### config.mk
export PLATFORM = sky130hd
export DESIGN_NAME = mem_access_controller
export DESIGN_NICKNAME = d
export VERILOG_FILES = /design/src/rtl/mem_pkg.sv /design/src/rtl/mem_lane_decoder.sv /design/src/rtl/mem_access_controller.sv
export SDC_FILE = /design/constraint.sdc
export NUM_CORES = 1
export LEC_CHECK = 0
export ABC_AREA = 1
export CORE_MARGIN = 8
export CORE_UTILIZATION = 45
export DETAILED_ROUTE_END_ITERATION = 10
export PLACE_DENSITY_LB_ADDON = 0.2
export SYNTH_ARGS = -nofsm -noshare
export SYNTH_HDL_FRONTEND = slang
export SYNTH_SLANG_ARGS = --single-unit
export TNS_END_PERCENT = 30
### constraint.sdc
create_clock -name clk -period 2.8 [get_ports clk]
set_input_delay 0.7 -clock clk [delete_from_list [all_inputs] [get_ports clk]]
set_output_delay 0.7 -clock clk [all_outputs]
set_load 0.02 [all_outputs]
### src/rtl/mem_pkg.sv
// Shared encodings for the load/store front end: access sizes, lane commands,
// controller FSM states and the captured request payload.
package mem_pkg;

    localparam int unsigned ADDR_W = 32;
    localparam int unsigned DATA_W = 32;
    localparam int unsigned BE_W   = 4;
    localparam int unsigned CMD_W  = 3;

    localparam logic [1:0] SZ_BYTE = 2'b00;
    localparam logic [1:0] SZ_HALF = 2'b01;
    localparam logic [1:0] SZ_WORD = 2'b10;

    localparam logic [CMD_W-1:0] CMD_WORD    = 3'b000;
    localparam logic [CMD_W-1:0] CMD_ZERO    = 3'b001;
    localparam logic [CMD_W-1:0] CMD_HALF_LO = 3'b010;
    localparam logic [CMD_W-1:0] CMD_HALF_HI = 3'b011;
    localparam logic [CMD_W-1:0] CMD_BYTE0   = 3'b100;
    localparam logic [CMD_W-1:0] CMD_BYTE1   = 3'b101;
    localparam logic [CMD_W-1:0] CMD_BYTE2   = 3'b110;
    localparam logic [CMD_W-1:0] CMD_BYTE3   = 3'b111;

    typedef enum logic [1:0] {
        ST_IDLE,
        ST_ISSUE,
        ST_WAIT,
        ST_RESP
    } state_e;

    typedef struct packed {
        logic              we;
        logic [1:0]        size;
        logic              uns;
        logic [ADDR_W-1:0] addr;
        logic [DATA_W-1:0] wdata;
    } req_t;

    // Copy the right-aligned store data onto every lane the access may hit.
    function automatic logic [DATA_W-1:0] lane_replicate(input logic [DATA_W-1:0] wdata,
                                                         input logic [1:0]        size);
        case (size)
            SZ_BYTE: return {4{wdata[7:0]}};
            SZ_HALF: return {2{wdata[15:0]}};
            default: return wdata;
        endcase
    endfunction

endpackage

### src/rtl/mem_lane_decoder.sv
// Combinational lane decode: byte enables, extraction command and alignment
// check from access size and the low address bits.
module mem_lane_decoder
    import mem_pkg::*;
(
    input  logic [1:0]       size,
    input  logic [1:0]       addr_lo,
    output logic [BE_W-1:0]  mem_be_c,
    output logic [CMD_W-1:0] rsp_command_c,
    output logic             misaligned_c
);

    always_comb begin
        mem_be_c      = '0;
        rsp_command_c = CMD_ZERO;
        misaligned_c  = 1'b0;
        case (size)
            SZ_BYTE: begin
                mem_be_c = BE_W'(4'b0001 << addr_lo);
                case (addr_lo)
                    2'd0: rsp_command_c = CMD_BYTE0;
                    2'd1: rsp_command_c = CMD_BYTE1;
                    2'd2: rsp_command_c = CMD_BYTE2;
                    2'd3: rsp_command_c = CMD_BYTE3;
                endcase
            end
            SZ_HALF: begin
                mem_be_c      = addr_lo[1] ? 4'b1100 : 4'b0011;
                rsp_command_c = addr_lo[1] ? CMD_HALF_HI : CMD_HALF_LO;
                misaligned_c  = addr_lo[0];
            end
            SZ_WORD: begin
                mem_be_c      = 4'b1111;
                rsp_command_c = CMD_WORD;
                misaligned_c  = |addr_lo;
            end
            default: misaligned_c = 1'b1;
        endcase
    end

endmodule

### src/rtl/mem_access_controller.sv
// Single-outstanding load/store front end feeding the memory extraction stage.
// Optional bus timeout is enabled with `define MEM_TIMEOUT_EN.
module mem_access_controller
    import mem_pkg::*;
#(
    parameter int unsigned TIMEOUT_CYCLES = 255,
    parameter int unsigned CNT_W          = 8
) (
    input  logic              clk,
    input  logic              rst_n,
    input  logic              req_valid,
    output logic              req_ready,
    input  logic              req_we,
    input  logic [1:0]        req_size,
    input  logic              req_unsigned,
    input  logic [ADDR_W-1:0] req_addr,
    input  logic [DATA_W-1:0] req_wdata,
    output logic              mem_valid,
    input  logic              mem_ready,
    output logic              mem_we,
    output logic [ADDR_W-1:0] mem_addr,
    output logic [BE_W-1:0]   mem_be,
    output logic [DATA_W-1:0] mem_wdata,
    input  logic              mem_rvalid,
    input  logic [DATA_W-1:0] mem_rdata,
    output logic              rsp_valid,
    input  logic              rsp_ready,
    output logic [DATA_W-1:0] rsp_data,
    output logic [CMD_W-1:0]  rsp_command,
    output logic              rsp_sign,
    output logic              rsp_misaligned,
    output logic              rsp_error
);

    if (CNT_W < 32 && TIMEOUT_CYCLES >= (32'd1 << CNT_W)) begin : g_cfg_check
        $error("TIMEOUT_CYCLES must be below 2**CNT_W");
    end

    state_e            state, state_d;
    req_t              req_q, live, src;
    logic              accept;
    logic [BE_W-1:0]   be_c;
    logic [CMD_W-1:0]  cmd_c;
    logic              mis_c;
    logic              timeout_c;

    logic              req_ready_d, mem_valid_d, mem_we_d;
    logic [ADDR_W-1:0] mem_addr_d;
    logic [BE_W-1:0]   mem_be_d;
    logic [DATA_W-1:0] mem_wdata_d, rsp_data_d;
    logic              rsp_valid_d, rsp_sign_d, rsp_misaligned_d, rsp_error_d;
    logic [CMD_W-1:0]  rsp_command_d;

    assign accept = (state == ST_IDLE) && req_valid;
    assign live   = '{we: req_we, size: req_size, uns: req_unsigned, addr: req_addr, wdata: req_wdata};
    // Decode the live request on acceptance, the captured one afterwards.
    assign src    = accept ? live : req_q;

    mem_lane_decoder u_lane_decoder (
        .size          (src.size),
        .addr_lo       (src.addr[1:0]),
        .mem_be_c      (be_c),
        .rsp_command_c (cmd_c),
        .misaligned_c  (mis_c)
    );

`ifdef MEM_TIMEOUT_EN
    localparam bit TO_EN = 1'b1;
    logic [CNT_W-1:0] cnt;
    logic             busy;

    assign busy = (state == ST_ISSUE) || (state == ST_WAIT);

    always_ff @(posedge clk) begin
        if (!rst_n) begin
            cnt <= '0;
        end else if (state_d != state && (state_d == ST_ISSUE || state_d == ST_WAIT)) begin
            cnt <= '0;
        end else if (busy) begin
            cnt <= cnt + CNT_W'(1);
        end
    end

    // Fires on the edge that would bring the count to TIMEOUT_CYCLES.
    assign timeout_c = busy && (cnt == CNT_W'(TIMEOUT_CYCLES - 1));
`else
    localparam bit TO_EN = 1'b0;
    assign timeout_c = 1'b0;
`endif

    always_ff @(posedge clk) begin
        if (!rst_n) begin
            state          <= ST_IDLE;
            req_q          <= '0;
            req_ready      <= 1'b1;
            mem_valid      <= 1'b0;
            mem_we         <= 1'b0;
            mem_addr       <= '0;
            mem_be         <= '0;
            mem_wdata      <= '0;
            rsp_valid      <= 1'b0;
            rsp_data       <= '0;
            rsp_command    <= '0;
            rsp_sign       <= 1'b0;
            rsp_misaligned <= 1'b0;
            rsp_error      <= 1'b0;
        end else begin
            state          <= state_d;
            if (accept) req_q <= live;
            req_ready      <= req_ready_d;
            mem_valid      <= mem_valid_d;
            mem_we         <= mem_we_d;
            mem_addr       <= mem_addr_d;
            mem_be         <= mem_be_d;
            mem_wdata      <= mem_wdata_d;
            rsp_valid      <= rsp_valid_d;
            rsp_data       <= rsp_data_d;
            rsp_command    <= rsp_command_d;
            rsp_sign       <= rsp_sign_d;
            rsp_misaligned <= rsp_misaligned_d;
            rsp_error      <= rsp_error_d;
        end
    end

    // Bus handshakes take priority over a timeout hitting on the same edge.
    always_comb begin
        state_d = state;
        case (state)
            ST_IDLE:  if (req_valid) state_d = mis_c ? ST_RESP : ST_ISSUE;
            ST_ISSUE: begin
                if (mem_ready)      state_d = req_q.we ? ST_RESP : ST_WAIT;
                else if (timeout_c) state_d = ST_RESP;
            end
            ST_WAIT:  if (mem_rvalid || timeout_c) state_d = ST_RESP;
            ST_RESP:  if (rsp_ready) state_d = ST_IDLE;
            default:  state_d = ST_IDLE;
        endcase
    end

    // Next values of the registered outputs, keyed on the state being entered.
    always_comb begin
        req_ready_d      = 1'b0;
        mem_valid_d      = 1'b0;
        mem_we_d         = 1'b0;
        mem_addr_d       = '0;
        mem_be_d         = '0;
        mem_wdata_d      = '0;
        rsp_valid_d      = 1'b0;
        rsp_data_d       = '0;
        rsp_command_d    = '0;
        rsp_sign_d       = 1'b0;
        rsp_misaligned_d = 1'b0;
        rsp_error_d      = 1'b0;
        case (state_d)
            ST_IDLE:  req_ready_d = 1'b1;
            ST_ISSUE: begin
                mem_valid_d = 1'b1;
                mem_we_d    = src.we;
                mem_addr_d  = {src.addr[ADDR_W-1:2], 2'b00};
                mem_be_d    = be_c;
                mem_wdata_d = lane_replicate(src.wdata, src.size);
            end
            ST_RESP: begin
                rsp_valid_d = 1'b1;
                if (state == ST_RESP) begin
                    rsp_data_d       = rsp_data;
                    rsp_command_d    = rsp_command;
                    rsp_sign_d       = rsp_sign;
                    rsp_misaligned_d = rsp_misaligned;
                    rsp_error_d      = rsp_error;
                end else if (state == ST_IDLE) begin
                    rsp_command_d    = CMD_ZERO;
                    rsp_misaligned_d = 1'b1;
                end else if (state == ST_WAIT && mem_rvalid) begin
                    rsp_data_d    = mem_rdata;
                    rsp_command_d = cmd_c;
                    rsp_sign_d    = ~src.uns && (src.size != SZ_WORD);
                end else if (state == ST_ISSUE && mem_ready) begin
                    rsp_command_d = CMD_ZERO;
                end else begin
                    rsp_command_d = CMD_ZERO;
                    rsp_error_d   = TO_EN;
                end
            end
            default: ;
        endcase
    end

endmodule

==> key figures <==
Worst setup path
  – CP startpoint kind: input port
  – Arrival @ worst endpoint: 2560 ps
  – Req. time, crit path: 3160 ps
  – Crit-path max FO: 10
  – Setup CP Type: input port to flop
  – Reg2Reg Depth: 12
  – Worst Setup End Kind: flop
  – Reg2reg end: rsp_data[1]$_SDFFE_PN0P_
  – Reg2Reg Setup Slack: 880 ps
  – R2r startpoint: state[0]$_SDFF_PN0_

Detailed routing
  – WL/cell: 14.89 um
  – DR pass1 iterations: 4
  – DR vias: 5,350
  – 1st-iter DRT viols: 231
  – Vias per cell: 4.644
  – Final ANT Viol Nets: 0
  – # DRC: 0
  – Routed WL: 17,150 um

Die
  – Starting Density: 45.41%
  – Rows: 44
  – Die Span X: 136.2 um
  – Core area: 0.01431 mm2
  – IO Pins: 216
  – Height of the die: 136.2 um
  – Die area: 0.01855 mm2

Pwr
  – VDD IR max: 0.4420 mV
  – PwrDens: 745.6 mW/mm2
  – Lkg Pwr: 3.931 nW

Worst hold path
  – Hold Path Origin: req_q[16]$_SDFF_PN0_
  – Worst hold stages: 2
  – Hold Path Class: flop to flop
  – Min-Delay Endpoint: req_q[16]$_SDFF_PN0_

Global route
  – Number of global-route vias before repair: 5,311
  – Remaining Overflow, GRT: 0
  – Total track usage: 18.31%
  – Antenna violations before repair: 0
  – First-pass GRT wire length: 26,630 um
  – Largest net degree at the start of global routing: 46

Clock network
  – CTS H-tree lvls: 4
  – Sinks on Clock Net: 177
  – Max clock buf depth: 2
  – Post-CTS Setup Bufs: 0
  – Worst skew pair latency: 430 ps
  – Hold-fix buffers at CTS: 0
  – Clk slew on worst S/H paths: 70 ps
  – Clock buffer count from CTS: 17
  – CTS root buf: clkbuf_16
  – CTS tree: built
  – Post_cts resized: 0

Layout
  – Layout cells sized above 1: 9.814%
  – Ant. Diodes: 0
  – Nets: 1,061
  – Area Growth Syn to Fin: 45.31%

Timing
  – Worst clock skew: 7.469 ps
  – RSZ-0062 raised after global routing: false
  – PnR worst setup slack: 603.0 ps
  – Slew headroom: 63.15%
  – Max Transition Viols Final: 0
  – Min cycle time layout: 2197 ps
  – Setup TNS: 0 ps
  – Fmax: 0.4552 GHz
  – Final setup vio count: 0
  – Final Hold Vio Count: 0
  – Final Cycle Share: 78.46%
  – Actual slew at the worst max-slew pin: 551.9 ps

Place
  – RePlAce Congestion: 0.7975
  – Pre-CTS WS: 196.1 ps
  – IO Port Bufs: 212
  – Hpwl dp: 12,350 um

Logic synthesis
  – Synthesis Warnings: 0
  – Area contributors post-synth: dfxtp_1 55%, nor2_1 9.5%, nand2_1 6.6%
  – Top_reg_cell synth: dfxtp_1
  – Count leader, synth: dfxtp_1
  – Post-synth EDFFs: 0
  – Synth cell count leaders: 177 x dfxtp_1, 165 x nor2_1, 115 x nand2_1
  – Synthesized area per cell: 8.725 um2
  – Seq cells post-synth: 177
  – Yosys top cell area share: 54.51%
  – Mapped cell area: 0.006500 mm2
  – Ys async rst share: 0%
  – Synth area leader: dfxtp_1
  – Seq/Total Area, Yosys: 54.51%
  – Syn Inst Count: 745
  – Number of distinct library cells after synthesis: 28

Status
  – Run status: complete, no violations

Run
  – Number of max-cap violations: 0
how the worst max path moves through the flow:
stage	start	to	slack (ps)	cells after the start
after CTS	req_valid	mem_wdata[8]$_SDFF_PN0_	630	10
final	req_valid	mem_wdata[8]$_SDFF_PN0_	600	10
after global placement	req_valid	mem_wdata[11]$_SDFF_PN0_	220	9
after detailed placement	req_valid	rsp_misaligned$_SDFFE_PN0P_	200	12
after floorplan	req_valid	rsp_valid$_SDFF_PN0_	930	13
after global routing	req_valid	rsp_data[1]$_SDFFE_PN0P_	520	12
registers in the layout, indices dropped and copies added, names as in the netlist, 2 cells and up:
register and cells:
mem_addr 30, rsp_data 32, req_q 68, mem_be 4, rsp_command 3, state 2
mem_wdata 32
layout by cell type (no fill, tap or decap), types with 12 or more instances in the layout:
| cell | n |
|---|---|
| clkdlybuf4s50_1 | 212 |
| dfxtp_1 | 177 |
| nor2_1 | 164 |
| nand2_1 | 114 |
| inv_1 | 75 |
| mux2i_1 | 39 |
| a22o_1 | 32 |
| o21ai_0 | 22 |
| nor2_4 | 20 |
| clkbuf_16 | 17 |
| a21oi_1 | 13 |
| buf_4 | 12 |
power breakdown:
part | switching, mW | internal [mW] | total [mW]
logic | 1.02 | 0.734 | 1.76
clock network | 1.02 | 1.44 | 2.46
registers | 0.0782 | 2.75 | 2.83
area by class of cell:
| class | count | area (um2) |
|---|---|---|
| inverter | 80 | 300.3 |
| clock buffer | 18 | 439.2 |
| clock inverter | 14 | 181.4 |
| tap | 184 | 230.2 |
| sequential | 177 | 3543 |
| multi-input combinational | 448 | 2399 |
| timing repair buffer | 231 | 2352 |
| fill | 1212 | 4868 |
worst max-delay path, cell delays in order:
cell             delay, ps
clkdlybuf4s50_1        590
nand2_4                150
inv_2                  150
buf_4                  180
nand2_1                 70
and2_1                 150
or2_2                  310
o21ai_0                100
inv_1                   60
nor2_1                  90
layer usage:
metal	part of all wire [%]	vias up	routed length [um]	GRT usage [%]
met3	8.6	20	1471	7.391
met4	1.6	0	269	6.650
met2	46	148	7822	28.74
met1	44	2462	7590	22.18
li1	-	2720	-	-
met5	0	-	0	0
through the flow:
step	cell area (um2)	util (%)	cells	hold WS (ps)	power, mW
4_1_cts	9445	65.99	1152	475.9	7.102
2_1_floorplan	6507	-	747	451.8	3.985
5_1_grt	9445	65.99	1152	490.1	7.392
3_5_place_dp	8825	61.65	1120	466.4	4.639
6_report	9445	65.99	1152	474.9	7.043
3_3_place_gp	8825	61.65	1120	458.9	4.627
cell families (layout without fill, tap and decap cells):
kind of cell	after synthesis	in the layout	synth area share, %
AO/OA/AOI/OAI	71	71	7.430
multiplexers	39	39	6.006
buffers and inverters	122	343	8.855
flip-flops	177	177	54.51
AND/OR/NAND/NOR	335	335	23.14
other	1	3	0.05769
Note: power is estimated with default switching activity, not from simulation.
